### config.mk
export PLATFORM = sky130hd
export DESIGN_NAME = ram_arbiter_v1
export DESIGN_NICKNAME = d
export VERILOG_FILES = /design/src/rtl/ram_arbiter_v1.sv
export SDC_FILE = /design/constraint.sdc
export NUM_CORES = 1
export LEC_CHECK = 0
export CAP_MARGIN = 20
export CORE_ASPECT_RATIO = 0.7
export CORE_UTILIZATION = 34
export CTS_CLUSTER_SIZE = 10
export DETAILED_ROUTE_END_ITERATION = 10
export GPL_TIMING_DRIVEN = 0
export PLACE_DENSITY = 0.84
export SYNTH_ARGS = -nofsm -noshare
export SYNTH_HDL_FRONTEND = slang
export SYNTH_SLANG_ARGS = --single-unit
### constraint.sdc
create_clock -name clk -period 2.1 [get_ports clk]
set_input_delay 0.21 -clock clk [delete_from_list [all_inputs] [get_ports clk]]
set_output_delay 0.21 -clock clk [all_outputs]
set_load 0.005 [all_outputs]
### src/rtl/ram_arbiter_v1.sv
// Two-master round-robin arbiter/sequencer for a single-port, synchronous-read RAM.
// Sub-word stores become a read cycle followed by a merged write cycle (RAM has no byte strobes).
module ram_arbiter_v1 #(
  parameter int addr_width = 10,
  parameter int data_width = 32,
  localparam int be_width = data_width / 8
) (
  input  logic                  clk,
  input  logic                  rst,
  input  logic                  m0_req_valid,
  output logic                  m0_req_ready,
  input  logic                  m0_req_we,
  input  logic [addr_width-1:0] m0_req_addr,
  input  logic [data_width-1:0] m0_req_wdata,
  input  logic [be_width-1:0]   m0_req_be,
  output logic                  m0_rsp_valid,
  output logic [data_width-1:0] m0_rsp_rdata,
  input  logic                  m1_req_valid,
  output logic                  m1_req_ready,
  input  logic                  m1_req_we,
  input  logic [addr_width-1:0] m1_req_addr,
  input  logic [data_width-1:0] m1_req_wdata,
  input  logic [be_width-1:0]   m1_req_be,
  output logic                  m1_rsp_valid,
  output logic [data_width-1:0] m1_rsp_rdata,
  output logic                  ram_wr_en,
  output logic [addr_width-1:0] ram_addr,
  output logic [data_width-1:0] ram_in_data,
  input  logic [data_width-1:0] ram_out_data,
  output logic                  dbg_state
);

  typedef enum logic {
    IDLE   = 1'b0,
    RMW_WR = 1'b1
  } state_e;

  state_e                state_q, state_d;
  logic                  last_grant_q, last_grant_d;
  logic                  rsp_valid_q, rsp_valid_d;
  logic                  rsp_owner_q, rsp_owner_d;
  logic                  rsp_read_q, rsp_read_d;
  logic                  rmw_owner_q, rmw_owner_d;
  logic [addr_width-1:0] rmw_addr_q, rmw_addr_d;
  logic [data_width-1:0] rmw_wdata_q, rmw_wdata_d;
  logic [be_width-1:0]   rmw_be_q, rmw_be_d;

  logic                  sel;
  logic                  any_valid;
  logic                  sel_we;
  logic [addr_width-1:0] sel_addr;
  logic [data_width-1:0] sel_wdata;
  logic [be_width-1:0]   sel_be;

  // A request transfers on a rising edge where valid&ready are both high; ready
  // depends combinationally on valid, and fields must stay stable until then.
  always_comb begin
    any_valid = m0_req_valid | m1_req_valid;
    if (m0_req_valid && m1_req_valid) begin
      sel = ~last_grant_q;
    end else begin
      sel = m1_req_valid;
    end
    sel_we    = sel ? m1_req_we    : m0_req_we;
    sel_addr  = sel ? m1_req_addr  : m0_req_addr;
    sel_wdata = sel ? m1_req_wdata : m0_req_wdata;
    sel_be    = sel ? m1_req_be    : m0_req_be;
  end

  always_comb begin
    state_d      = state_q;
    last_grant_d = last_grant_q;
    rsp_valid_d  = 1'b0;
    rsp_owner_d  = rsp_owner_q;
    rsp_read_d   = 1'b0;
    rmw_owner_d  = rmw_owner_q;
    rmw_addr_d   = rmw_addr_q;
    rmw_wdata_d  = rmw_wdata_q;
    rmw_be_d     = rmw_be_q;
    m0_req_ready = 1'b0;
    m1_req_ready = 1'b0;
    ram_wr_en    = 1'b0;
    ram_addr     = '0;
    ram_in_data  = '0;

    case (state_q)
      IDLE: begin
        // Gated by rst so nothing is accepted while reset is held.
        if (any_valid && !rst) begin
          m0_req_ready = ~sel;
          m1_req_ready = sel;
          last_grant_d = sel;
          ram_addr     = sel_addr;
          if (!sel_we) begin
            rsp_valid_d = 1'b1;
            rsp_owner_d = sel;
            rsp_read_d  = 1'b1;
          end else if (sel_be == {be_width{1'b1}}) begin
            ram_wr_en   = 1'b1;
            ram_in_data = sel_wdata;
            rsp_valid_d = 1'b1;
            rsp_owner_d = sel;
          end else if (sel_be != '0) begin
            rmw_owner_d = sel;
            rmw_addr_d  = sel_addr;
            rmw_wdata_d = sel_wdata;
            rmw_be_d    = sel_be;
            state_d     = RMW_WR;
          end else begin
            rsp_valid_d = 1'b1;
            rsp_owner_d = sel;
          end
        end
      end
      RMW_WR: begin
        ram_wr_en = 1'b1;
        ram_addr  = rmw_addr_q;
        for (int i = 0; i < be_width; i++) begin
          ram_in_data[8*i +: 8] = rmw_be_q[i] ? rmw_wdata_q[8*i +: 8] : ram_out_data[8*i +: 8];
        end
        rsp_valid_d = 1'b1;
        rsp_owner_d = rmw_owner_q;
        state_d     = IDLE;
      end
      default: state_d = IDLE;
    endcase
  end

  always_ff @(posedge clk or posedge rst) begin
    if (rst) begin
      state_q      <= IDLE;
      last_grant_q <= 1'b1;
      rsp_valid_q  <= 1'b0;
      rsp_owner_q  <= 1'b0;
      rsp_read_q   <= 1'b0;
      rmw_owner_q  <= 1'b0;
      rmw_addr_q   <= '0;
      rmw_wdata_q  <= '0;
      rmw_be_q     <= '0;
    end else begin
      state_q      <= state_d;
      last_grant_q <= last_grant_d;
      rsp_valid_q  <= rsp_valid_d;
      rsp_owner_q  <= rsp_owner_d;
      rsp_read_q   <= rsp_read_d;
      rmw_owner_q  <= rmw_owner_d;
      rmw_addr_q   <= rmw_addr_d;
      rmw_wdata_q  <= rmw_wdata_d;
      rmw_be_q     <= rmw_be_d;
    end
  end

  // Read data is passed straight through from the RAM in the response cycle.
  assign m0_rsp_valid = rsp_valid_q & ~rsp_owner_q;
  assign m1_rsp_valid = rsp_valid_q & rsp_owner_q;
  assign m0_rsp_rdata = (m0_rsp_valid && rsp_read_q) ? ram_out_data : '0;
  assign m1_rsp_rdata = (m1_rsp_valid && rsp_read_q) ? ram_out_data : '0;
  assign dbg_state    = (state_q == RMW_WR);

endmodule
* Word-level counts from Yosys, hierarchy flattened
Index checks and enable logic that the tools add are counted.
** Operators by class
- Eq/ne operators :: 3
- Muxes and demuxes :: 43
- Bitwise gates (word level) :: 8
- Reductions and logical operators :: 9
** Operators by type and width (number)
- two-way mux 32 bit :: 6
- one-hot mux 32 bit (2 select lines) :: 1
- two-way mux 8 bit :: 4
- two-way mux 1 bit :: 24
- two-way mux 10 bit :: 2
- one-hot mux 10 bit (2 select lines) :: 1
- one-hot mux 1 bit (2 select lines) :: 4
- inverter 1 bit :: 5
- AND reduction 5 bit :: 1
- equality test 4 bit (second input constant) :: 1
- logical AND 1 bit :: 4
- two-way mux 4 bit :: 1
- inequality test 4 bit (second input constant) :: 1
- AND reduction 2 bit :: 2
- nonzero test 4 bit :: 1
- AND 1 bit :: 2
- inequality test 2 bit (second input constant) :: 1
- logical NOT 1 bit :: 1
- OR 1 bit :: 1
** Word-level totals
- Register bits after elaboration :: 52
- Output and inout bits :: 112
- Logic and storage cells :: 72

* Depth between registers and ports, before layout
Gate-level depths: netlist of run 1.
- Depth after elaboration :: 9
- Gate-level depth with buffers :: 7
- Depth with buffers taken out :: 4

* Worst setup path after synthesis of run 1
OpenSTA, ideal clock, no wires.
- Path kind :: register -> output
- Start :: register last_grant_q
- End :: output port ram_in_data[26]
- Arrival time :: 1.829 ns
- Slack :: 0.061 ns
- Cell stages (with the launch flop) :: 7
- Path buffers :: 2
- Cell sequence :: dfstp_2 -> a21bo_1 -> buf_6 -> mux2_4 -> or4_4 -> buf_6 -> o22ai_1
** Between the ends
- Cells in the longest elaborated chain, start to end :: 8
** Ends and longest elaborated chain
- start, declared :: line 39 : logic last_grant_q, last_grant_d;
- start signal, assigned :: line 142 : last_grant_q <= last_grant_d;
- inverter 1 bit (*) :: line 60 : sel = ~last_grant_q;
- two-way mux 1 bit (*) :: line 59 : if (m0_req_valid && m1_req_valid) begin
- two-way mux 4 bit :: line 67 : sel_be = sel ? m1_req_be : m0_req_be;
- equality test 4 bit :: line 98 : end else if (sel_be == {be_width{1'b1}}) begin
- two-way mux 32 bit :: line 98
- two-way mux 32 bit (*) :: line 94 : if (!sel_we) begin
- two-way mux 32 bit (*) :: line 89 : if (any_valid && !rst) begin
- one-hot mux 32 bit (2 select lines) (*) :: line 86 : case (state_q)
- end, declared :: line 28 : output logic [data_width-1:0] ram_in_data,
Every way passes the cells marked *; elsewhere a longest branch is shown, timed or not.

* Worst setup path after layout of run 1
- Start :: register last_grant_q
- End :: output port ram_in_data[30]
The elaborated chain is that of the path after synthesis.

==> results of run 1 <==
[logic make-up after synthesis]
| family | count (synthesis) | synth area share [%] |
|---|---|---|
| compound gates | 54 | 10.9 |
| flops | 52 | 33.9 |
| simple gates | 157 | 20.6 |
| buf+inv | 57 | 6.35 |
| mux | 102 | 28.2 |
[where the power goes]
group / internal, W / total, W / switching, W
combinational: 0.00122 / 0.00210 / 0.000878
clock: 0.000478 / 0.000861 / 0.000384
sequential: 0.00132 / 0.00148 / 0.000154
[final cells by class]
type / instances / area [µm²]
Sequential cell: 52 / 1300
Timing Repair Buffer: 307 / 2940
Inverter: 25 / 95.1
Multi-Input combinational cell: 313 / 2630
Buffer: 32 / 348
Clock buffer: 8 / 146
Fill cell: 809 / 3360
Tap cell: 153 / 191
[how the worst min path moves through the flow]
stage,endpoint,slack (ps),from,depth (start not counted)
floorplan,rsp_read_q,290,m0_req_we,1
global placement,rmw_wdata_q[31],480,rmw_wdata_q[31],1
detailed placement,rmw_wdata_q[10],490,rmw_wdata_q[10],1
CTS,rmw_wdata_q[31],350,rst,2
global route,rmw_wdata_q[31],400,rst,2
finish,rmw_wdata_q[6],370,rst,2
[per-layer routing]
layer | global-route usage [%] | up-vias
li1 | - | 2101
met1 | 32.0 | 2219
met2 | 47.5 | 224
met3 | 6.34 | 25
met4 | 8.73 | 0
met5 | 0 | -
[per-stage QoR]
step / power [W] / TNS, ps / setup WS [ps]
3_3_place_gp: 0.00308 / -90670 / -1170
6_report: 0.00444 / -18060 / -472
4_1_cts: 0.00417 / -13640 / -550
3_5_place_dp: 0.00317 / -68280 / -1230
5_1_grt: 0.00465 / -24680 / -562
2_1_floorplan: 0.00241 / 0 / 60.9
[flip-flops by register name, indices dropped and copies added (netlist names)]
signal        flops
rmw_wdata_q      32
last_grant_q      1
rmw_owner_q       1
rmw_addr_q       10
rsp_read_q        1
rmw_be_q          4
dbg_state         1
rsp_valid_q       1
rsp_owner_q       1
[timing repair]
item | CTS | global route
resized for setup | 260 | 86
cloned | 4 | 5
setup buffers | 39 | 18
pin swaps | 25 | 27
endpoints found under the setup margin | 154 | 138
[cell usage after synthesis, types with 2 or more instances]
cell type  number
nor2_1          6
or4_1           2
and2_1         65
mux2i_1        57
nand4_1         4
and3_1          2
buf_6           2
o22ai_1        23
nand2_1        73
clkbuf_1       18
mux2_2         44
buf_4           2
a32o_1         19
a21oi_1         2
a21o_1          2
buf_2           6
dfrtp_1        51
inv_1          24
buf_1           4
==> impl_metrics.env, run 1 <==
export IMPL_final_cells=890
export IMPL_vias=4569
export IMPL_yosysWarnings=0
export IMPL_synth_seq_cells=52
export IMPL_cts_tree="yes"
export IMPL_critPathKind="flop to output port"
export IMPL_die_x_um=129
export IMPL_worstHoldPathType="input pin to asynchronous set/reset pin"
export IMPL_final_common_cell="clkdlybuf4s50_1"
export IMPL_startpoint_type="flop"
export IMPL_tightest_slew_ps=785
export IMPL_place_congestion=0.828
export IMPL_reg2reg_depth=9
export IMPL_cp_slowest_cell="or4_4"
export IMPL_clockBufferDepth=2
export IMPL_fin_ws_ps=-472
export IMPL_synth_yosys_seq_area_share_pct=33.9
export IMPL_drt_initial_drc_count=219
export IMPL_mostFrequentLayoutCells="clkdlybuf4s50_1, nand2_1, and2_1, dfrtp_1, mux2i_1"
export IMPL_failed_checks="setup timing"
export IMPL_hpwl_um=11400
export IMPL_met1_length_um=7110
export IMPL_slew_headroom_pct=47.3
export IMPL_crit_path_end="ram_in_data[30]"
export IMPL_post_route_util_pct=69.4
export IMPL_cts_root_buffer="clkbuf_16"
export IMPL_rsz0062_at_grt="yes"
export IMPL_cp_common_cell="buf_6"
export IMPL_dieArea_mm2=0.0117
export IMPL_p_leak_nw=3.48
export IMPL_die_h_um=90.9
export IMPL_vias_per_cell=5.13
export IMPL_synth_area_mm2=0.00384
export IMPL_drive_gt1_share_pct=30.1
export IMPL_cp_required_ps=1890
export IMPL_area_growth_pct=99.1
export IMPL_r2r_end="rmw_wdata_q[22]"
export IMPL_ios=242
export IMPL_r2r_setup_slack_ps=-160
export IMPL_dr_wl_met3_um=1270
export IMPL_finClkSkew_ps=5.41
export IMPL_synth_cell_type_count=35
export IMPL_cp_startpoint="last_grant_q"
export IMPL_synth_cells=422
export IMPL_post_place_cells=817
export IMPL_cp_max_fo=5
export IMPL_clk_latency_ps=300
export IMPL_place_area_mm2=0.00646
export IMPL_core_area_mm2=0.0110
export IMPL_vdd_drop_max_mv=0.377
export IMPL_period_needed_ps=2570
export IMPL_r2r_start="last_grant_q"
export IMPL_grt_max_degree=36
export IMPL_cp_num_cells=8
export IMPL_finalInstanceArea_mm2=0.00765
export IMPL_synth_edf_count=0
export IMPL_avgRoutedWirePerCell_um=18.7
export IMPL_outcome="finished with violations"
export IMPL_initial_core_util_pct=34.9
export IMPL_grt_pass1_vias=4630
export IMPL_clkSinkCount=52
export IMPL_synthArstFlopShare_pct=100
export IMPL_ant_nets=0
export IMPL_antenna_cells=0
export IMPL_crit_family="simple AND/OR/NAND/NOR gates"
export IMPL_syn_num_nets=552
export IMPL_yosysTopAreaCell="dfrtp_1"
export IMPL_port_buffers=241
export IMPL_nets=866
export IMPL_gr_usage_all_layers_pct=27.0
export IMPL_top_layer="met4"
export IMPL_holdBufCountCts=0
export IMPL_worstPathArrival_ps=2360
export IMPL_row_count=32
export IMPL_synth_top_cells_by_area="dfrtp_1, mux2i_1, mux2_2, and2_1, nand2_1"
export IMPL_drt_pass1_iterations=5
export IMPL_holdWs_ps=369
export IMPL_critPathBufInv=4
export IMPL_hold_viol=0
export IMPL_routed_wl_um=16600
export IMPL_synthFlopType="dfrtp_1"
export IMPL_fmax_ghz=0.389
export IMPL_drc=0
export IMPL_cp_end_kind="output port"
export IMPL_cap_violations=0
export IMPL_slew_violations=0
export IMPL_synth_top_area_share_pct=33.2
export IMPL_setup_viol=90
export IMPL_antenna_found_initial=0
export IMPL_p_per_area_mw_per_mm2=580
export IMPL_cts_buffers=5
export IMPL_htreeDepth=2
export IMPL_syn_avg_cell_area_um2=9.10
export IMPL_path_cells="buf_6, buf_6, or2b_1, a32oi_4, or4_4, buf_8, o22ai_4, buf_2"
export IMPL_finalCritPeriodShare_pct=122
export IMPL_critPathMaxStageDelay_ps=580
export IMPL_grt_pass1_wl_um=24100
export IMPL_clk_pin_slew_ps=70
export IMPL_overflow=0
export IMPL_wl_met2_um=7940
Power figures use the tool's default switching activity.
==> run 2: changes to the inputs <==
--- a/config.mk
+++ b/config.mk
@@ -8,6 +8,7 @@
 export CAP_MARGIN = 20
 export CORE_ASPECT_RATIO = 0.7
 export CORE_UTILIZATION = 34
+export CTS_CLUSTER_DIAMETER = 40
 export CTS_CLUSTER_SIZE = 10
 export DETAILED_ROUTE_END_ITERATION = 10
 export GPL_TIMING_DRIVEN = 0
==> results of run 2 <==
No change in the layout: final DEF, timing and power equal those of run 1.
